File: src/rtl/score_accumulator.sv
// rtl/score_accumulator.sv - multi-lane key grading with saturating score and combo counter
//
// Ports:
//   CLOCK          system clock, rising edge
//   RESET          asynchronous active-low reset
//   ENABLE         game active; grading only while high
//   CLEAR          synchronous clear of SCORE/COMBO, suppresses pulses that cycle
//   KEY[LANES]     debounced key level per lane
//   ROW1[LANES]    missed-row LED per lane
//   ROW2[LANES]    target-row LED per lane
//   CORRECT/OFF/WRONG[LANES]  registered one-cycle grade pulses
//   SCORE[SCORE_W] saturating running score
//   COMBO[COMBO_W] saturating consecutive-correct count
//
// Optional feature macro: COMBO_BONUS_EN (CORRECT worth +3 once COMBO >= COMBO_THRESH)
module score_accumulator #(
    parameter int LANES        = 4,
    parameter int SCORE_W      = 10,
    parameter int COMBO_W      = 6,
    parameter int COMBO_THRESH = 8
) (
    input  logic               CLOCK,
    input  logic               RESET,
    input  logic               ENABLE,
    input  logic               CLEAR,
    input  logic [LANES-1:0]   KEY,
    input  logic [LANES-1:0]   ROW1,
    input  logic [LANES-1:0]   ROW2,
    output logic [LANES-1:0]   CORRECT,
    output logic [LANES-1:0]   OFF,
    output logic [LANES-1:0]   WRONG,
    output logic [SCORE_W-1:0] SCORE,
    output logic [COMBO_W-1:0] COMBO
);

    // Lane counts need one spare bit so the zero-extension below is never empty.
    localparam int CNT_W = $clog2(LANES + 1) + 1;
    // Signed working width: score plus headroom for +-3*LANES.
    localparam int DW    = SCORE_W + 8;
    localparam int CSW   = COMBO_W + CNT_W;

    localparam logic signed [DW-1:0] SCORE_MAX = DW'((64'd1 << SCORE_W) - 64'd1);
    localparam logic [CSW-1:0]       COMBO_MAX = CSW'((64'd1 << COMBO_W) - 64'd1);

    if (LANES < 1 || LANES > 8 || COMBO_THRESH < 0) begin : g_bad_param
        $error("score_accumulator: LANES must be 1..8 and COMBO_THRESH non-negative");
    end

    logic [LANES-1:0]       key_q;
    logic [LANES-1:0]       press;
    logic [LANES-1:0]       hit_c, hit_o, hit_w;
    logic [CNT_W-1:0]       nc, no, nw;
    logic signed [DW-1:0]   nc_s, no_s, nw_s, delta, sum;
    logic [CSW-1:0]         csum;
    logic [SCORE_W-1:0]     score_nxt;
    logic [COMBO_W-1:0]     combo_nxt;
    logic                   grade;
    logic                   bonus;

    always_comb begin
        press = KEY & ~key_q;
        // CLEAR suppresses the pulses as well as the accumulator update.
        grade = ENABLE & ~CLEAR;
        hit_c = press & ROW2 & {LANES{grade}};
        hit_o = press & ~ROW2 & ROW1 & {LANES{grade}};
        hit_w = press & ~ROW2 & ~ROW1 & {LANES{grade}};

        nc = '0;
        no = '0;
        nw = '0;
        for (int i = 0; i < LANES; i++) begin
            nc = nc + CNT_W'(hit_c[i]);
            no = no + CNT_W'(hit_o[i]);
            nw = nw + CNT_W'(hit_w[i]);
        end

`ifdef COMBO_BONUS_EN
        // Uses the registered COMBO, i.e. the value before this edge's update.
        bonus = (32'(COMBO) >= 32'(COMBO_THRESH));
`else
        bonus = 1'b0;
`endif

        nc_s  = $signed(DW'(nc));
        no_s  = $signed(DW'(no));
        nw_s  = $signed(DW'(nw));
        delta = (nc_s <<< 1) + no_s - (nw_s <<< 1) + (bonus ? nc_s : '0);
        sum   = $signed(DW'(SCORE)) + delta;

        if (sum < 0) begin
            score_nxt = '0;
        end else if (sum > SCORE_MAX) begin
            score_nxt = '1;
        end else begin
            score_nxt = sum[SCORE_W-1:0];
        end

        // Any WRONG lane breaks the combo; OFF lanes are neutral.
        csum = CSW'(COMBO) + CSW'(nc);
        if (nw != '0) begin
            combo_nxt = '0;
        end else if (csum > COMBO_MAX) begin
            combo_nxt = '1;
        end else begin
            combo_nxt = csum[COMBO_W-1:0];
        end
    end

    always_ff @(posedge CLOCK or negedge RESET) begin
        if (!RESET) begin
            key_q   <= '0;
            CORRECT <= '0;
            OFF     <= '0;
            WRONG   <= '0;
            SCORE   <= '0;
            COMBO   <= '0;
        end else begin
            // Tracks KEY regardless of ENABLE/CLEAR so held keys never grade later.
            key_q   <= KEY;
            CORRECT <= hit_c;
            OFF     <= hit_o;
            WRONG   <= hit_w;
            if (CLEAR) begin
                SCORE <= '0;
                COMBO <= '0;
            end else begin
                SCORE <= score_nxt;
                COMBO <= combo_nxt;
            end
        end
    end

endmodule

File: config.mk
export PLATFORM = sky130hd
export DESIGN_NAME = score_accumulator
export DESIGN_NICKNAME = d
export VERILOG_FILES = /design/src/rtl/score_accumulator.sv
export SDC_FILE = /design/constraint.sdc
export NUM_CORES = 1
export LEC_CHECK = 0
export BUFFER_PORTS_ARGS = -buffer_cell sky130_fd_sc_hd__buf_4
export CORE_MARGIN = 2
export CORE_UTILIZATION = 39
export CTS_CLUSTER_SIZE = 12
export DETAILED_ROUTE_END_ITERATION = 10
export PLACE_DENSITY_LB_ADDON = 0.05
export SETUP_SLACK_MARGIN = 0.02
export SLEW_MARGIN = 30
export SYNTH_ARGS = -nofsm -noshare
export SYNTH_HDL_FRONTEND = slang
export SYNTH_SLANG_ARGS = --single-unit
File: constraint.sdc
create_clock -name CLOCK -period 5.66 [get_ports CLOCK]
set_input_delay 1.132 -clock CLOCK [delete_from_list [all_inputs] [get_ports CLOCK]]
set_output_delay 1.132 -clock CLOCK [all_outputs]
set_load 0.01 [all_outputs]
==> results.py <==
metrics = {
    "status": {
        "status": "finished, final reports clean",
    },
    "critical_path": {
        "critPathMaxStageDelay_ns": 0.55,
        "crit_slowest_cell": "fa_1",
        "reg2reg_to": "SCORE[6]",
        "r2r-start": "key_q[0]",
        "cp_common_cell": "ha_4",
        "worstSetupPathType": "in -> reg",
        "crit_buf_inv": 2,
        "path_max_fanout": 6,
        "endpoint_kind": "flop",
        "critPathTopFamily": "adder cells",
        "path_cells": "buf_6, nor2b_4, nand3b_1, or2_4, fa_1, inv_2, ha_4, ha_4, ha_4, fa_1, ha_4, nor2b_4, nor2_2, nor2_1, nor2_1, xnor2_1, ha_2, a211oi_2, nor2_2, or2_4, a221oi_4, and2_4, o21ba_4, o21a_1",
        "cp_data_arrival_time_ns": 5.81,
        "ff2ff_setup_slack_ns": 0.72,
        "r2r_cells": 24,
        "cp-start-kind": "input port",
        "cp.required_ns": 5.89,
    },
    "die": {
        "core_um2": 5470,
        "fp.dieH_um": 79.1,
        "rows": 27,
        "dieWidth_um": 79.1,
        "dieArea_um2": 6250,
        "initial_core_util_pct": 40.1,
        "io_pins": 44,
    },
    "timing": {
        "fmax_ghz": 0.179,
        "hold_viol": 0,
        "relSlewSlack_pct": 69.9,
        "setup_violations": 0,
        "max_slew.worst_pin.slew_ns": 0.448,
        "rsz0062_at_grt": "yes",
        "fin_skew_ns": 0.0102,
        "maxSlewViolCount": 0,
        "min_period_over_period_pct": 98.7,
        "final.setup.tns_ns": 0,
        "period_minus_slack_ns": 5.58,
    },
    "clock_network": {
        "cts_tree": "yes",
        "cts_made_buffers": 5,
        "cts-htree-levels": 2,
        "clock_latency_ns": 0.29,
        "path_clk_slew_ns": 0.07,
        "cts-root-buf": "clkbuf_8",
        "clock_sinks": 32,
        "hold_buffers": 0,
        "cts_buffer_depth": 2,
    },
    "placement": {
        "dp.final_hpwl_um": 4130,
        "io_buffers": 43,
        "dp_cells": 374,
        "routabilityCongestion": 0.827,
    },
    "yosys": {
        "ys_warn_count": 0,
        "postSynthCellCount": 218,
        "synthTopCellsByArea": "dfrtp_1, ha_1, fa_1",
        "ys_seq_area_share_pct": 36.4,
        "ys_ff_latch": 32,
        "synth_top_cell_area_share_pct": 36.4,
        "async_flop_share_pct": 100,
        "syn_area_per_cell_um2": 10.1,
        "post-synth-top-count-cell": "dfrtp_1",
        "syn-num-nets": 269,
        "syn_area_um2": 2200,
        "synth_top_area_cell": "dfrtp_1",
        "ys.flop_type": "dfrtp_1",
        "synthDistinctLibCells": 41,
        "synth-edff-count": 0,
        "synthTopCellsByCount": "dfrtp_1, ha_1, inv_1",
    },
    "global_routing": {
        "grt_pass1_wl_um": 9170,
        "overflow": 0,
        "grt_pass1_vias": 2059,
        "grt_usage_pct": 19.1,
        "grt_max_degree": 33,
        "antenna_found_initial": 0,
    },
    "run": {
        "maxCapViolCount": 0,
    },
    "power": {
        "intPower_mw": 0.566,
        "p_comb_share_pct": 48.3,
        "switchingPower_mw": 0.300,
        "power.leakage_nw": 1.73,
        "powerDensity_nw_per_um2": 261,
        "clockPowerShare_pct": 20.6,
        "irDropWorstVdd_v": 0.000149,
        "switching_share_pct": 34.7,
        "seqPwrFrac_pct": 31.1,
    },
    "layout": {
        "drive_above_1_share_pct": 45.2,
        "diodes": 0,
        "area_growth_pct": 51.1,
        "layout.cells.non_filler": 393,
        "fill_cells": 506,
        "nNetsFinal": 371,
        "fin_util_pct": 60.7,
    },
    "drt": {
        "drc": 0,
        "vias": 1920,
        "ant_nets": 0,
        "detail_route.wl_per_cell_um": 13.6,
        "drt-vias-per-instance": 4.89,
        "drt_iter0_drc": 37,
        "firstDrtPassIters": 4,
        "wl_um": 5330,
    },
    "worst_hold_path": {
        "hp-start": "COMBO[4]",
        "hold_class": "reg -> reg",
        "hold_depth": 1,
        "whs_endpoint": "COMBO[4]",
    },
}
## power by group through the flow
| stage | Sequential (mW) | Combinational (mW) | Clock [mW] |
|---|---|---|---|
| after floorplan | 0.281 | 0.213 | 0 |
| after detailed placement | 0.275 | 0.385 | 0 |
| after global placement | 0.274 | 0.383 | 0 |
| after CTS | 0.270 | 0.402 | 0.186 |
| final | 0.270 | 0.418 | 0.179 |
| after global routing | 0.273 | 0.461 | 0.201 |
## what timing repair did
item,in CTS,in global routing
hold endpoints to repair,0,0
gates resized for setup,14,10
setup buffers,10,1
endpoints found under the setup margin,10,10
cloned,0,0
pin swaps,21,24
## logic make-up after synthesis
logic type	Yosys count	synth area share, %
DFF	32	36.4
xor gates and xnor gates	13	5.18
buffers and inverters	25	4.27
AOI/OAI and AO/OA	50	16.2
adders and majority gates	35	22.3
muxes	1	0.683
and+or+nand+nor	62	14.9
## layout by cell type (no fill, tap or decap), drive strengths merged, types with 6 or more instances in the layout
cell	n
xor2	6
a21o	6
inv	24
o21ai	9
xnor2	7
buf	96
nor2	22
ha	28
nand2	7
o21a	8
fa	7
a21oi	13
dfrtp	32
## stage by stage
stage / hold slack, ns / total power, mW / worst slack [ns] / instance area [um^2]
floorplan: 0.511 / 0.494 / 0.0876 / 2300
global placement: 0.544 / 0.657 / -0.447 / 3030
detailed placement: 0.536 / 0.660 / -0.477 / 3030
CTS: 0.548 / 0.859 / 0.0341 / 3260
global route: 0.599 / 0.935 / -0.129 / 3320
finish: 0.546 / 0.866 / 0.0756 / 3320
## registers in the layout, summed over array words and instances (netlist names)
| name | cells |
|---|---|
| COMBO | 6 |
| SCORE | 10 |
| OFF | 4 |
| key_q | 4 |
| CORRECT | 4 |
| WRONG | 4 |
## final cells by class
class	instances	area (um^2)	share of cell area [%]
Tap cell	72	90.1	2.71
Timing Repair Buffer	96	732	22.0
Sequential cell	32	801	24.1
Inverter	24	90.1	2.71
Clock buffer	5	68.8	2.07
Clock inverter	3	23.8	0.716
Multi-Input combinational cell	161	1520	45.6
## layer usage
metal	GRT usage (%)	up-vias	wire, um
li1	-	953	-
met1	22.6	923	2250
met2	34.6	36	2830
met3	3.98	8	167
met4	5.69	0	82
met5	0	-	0
## worst max-delay path by stage
stage                start       end  slack, ns  cells past startpoint
floorplan           ENABLE  SCORE[5]       0.09                     23
global placement     CLEAR  SCORE[4]      -0.45                     26
detailed placement   CLEAR  SCORE[6]      -0.48                     26
CTS                 ENABLE  SCORE[6]       0.03                     26
global route         CLEAR  SCORE[6]      -0.13                     24
finish               CLEAR  SCORE[6]       0.08                     24
Power figures use the tool's default switching activity.
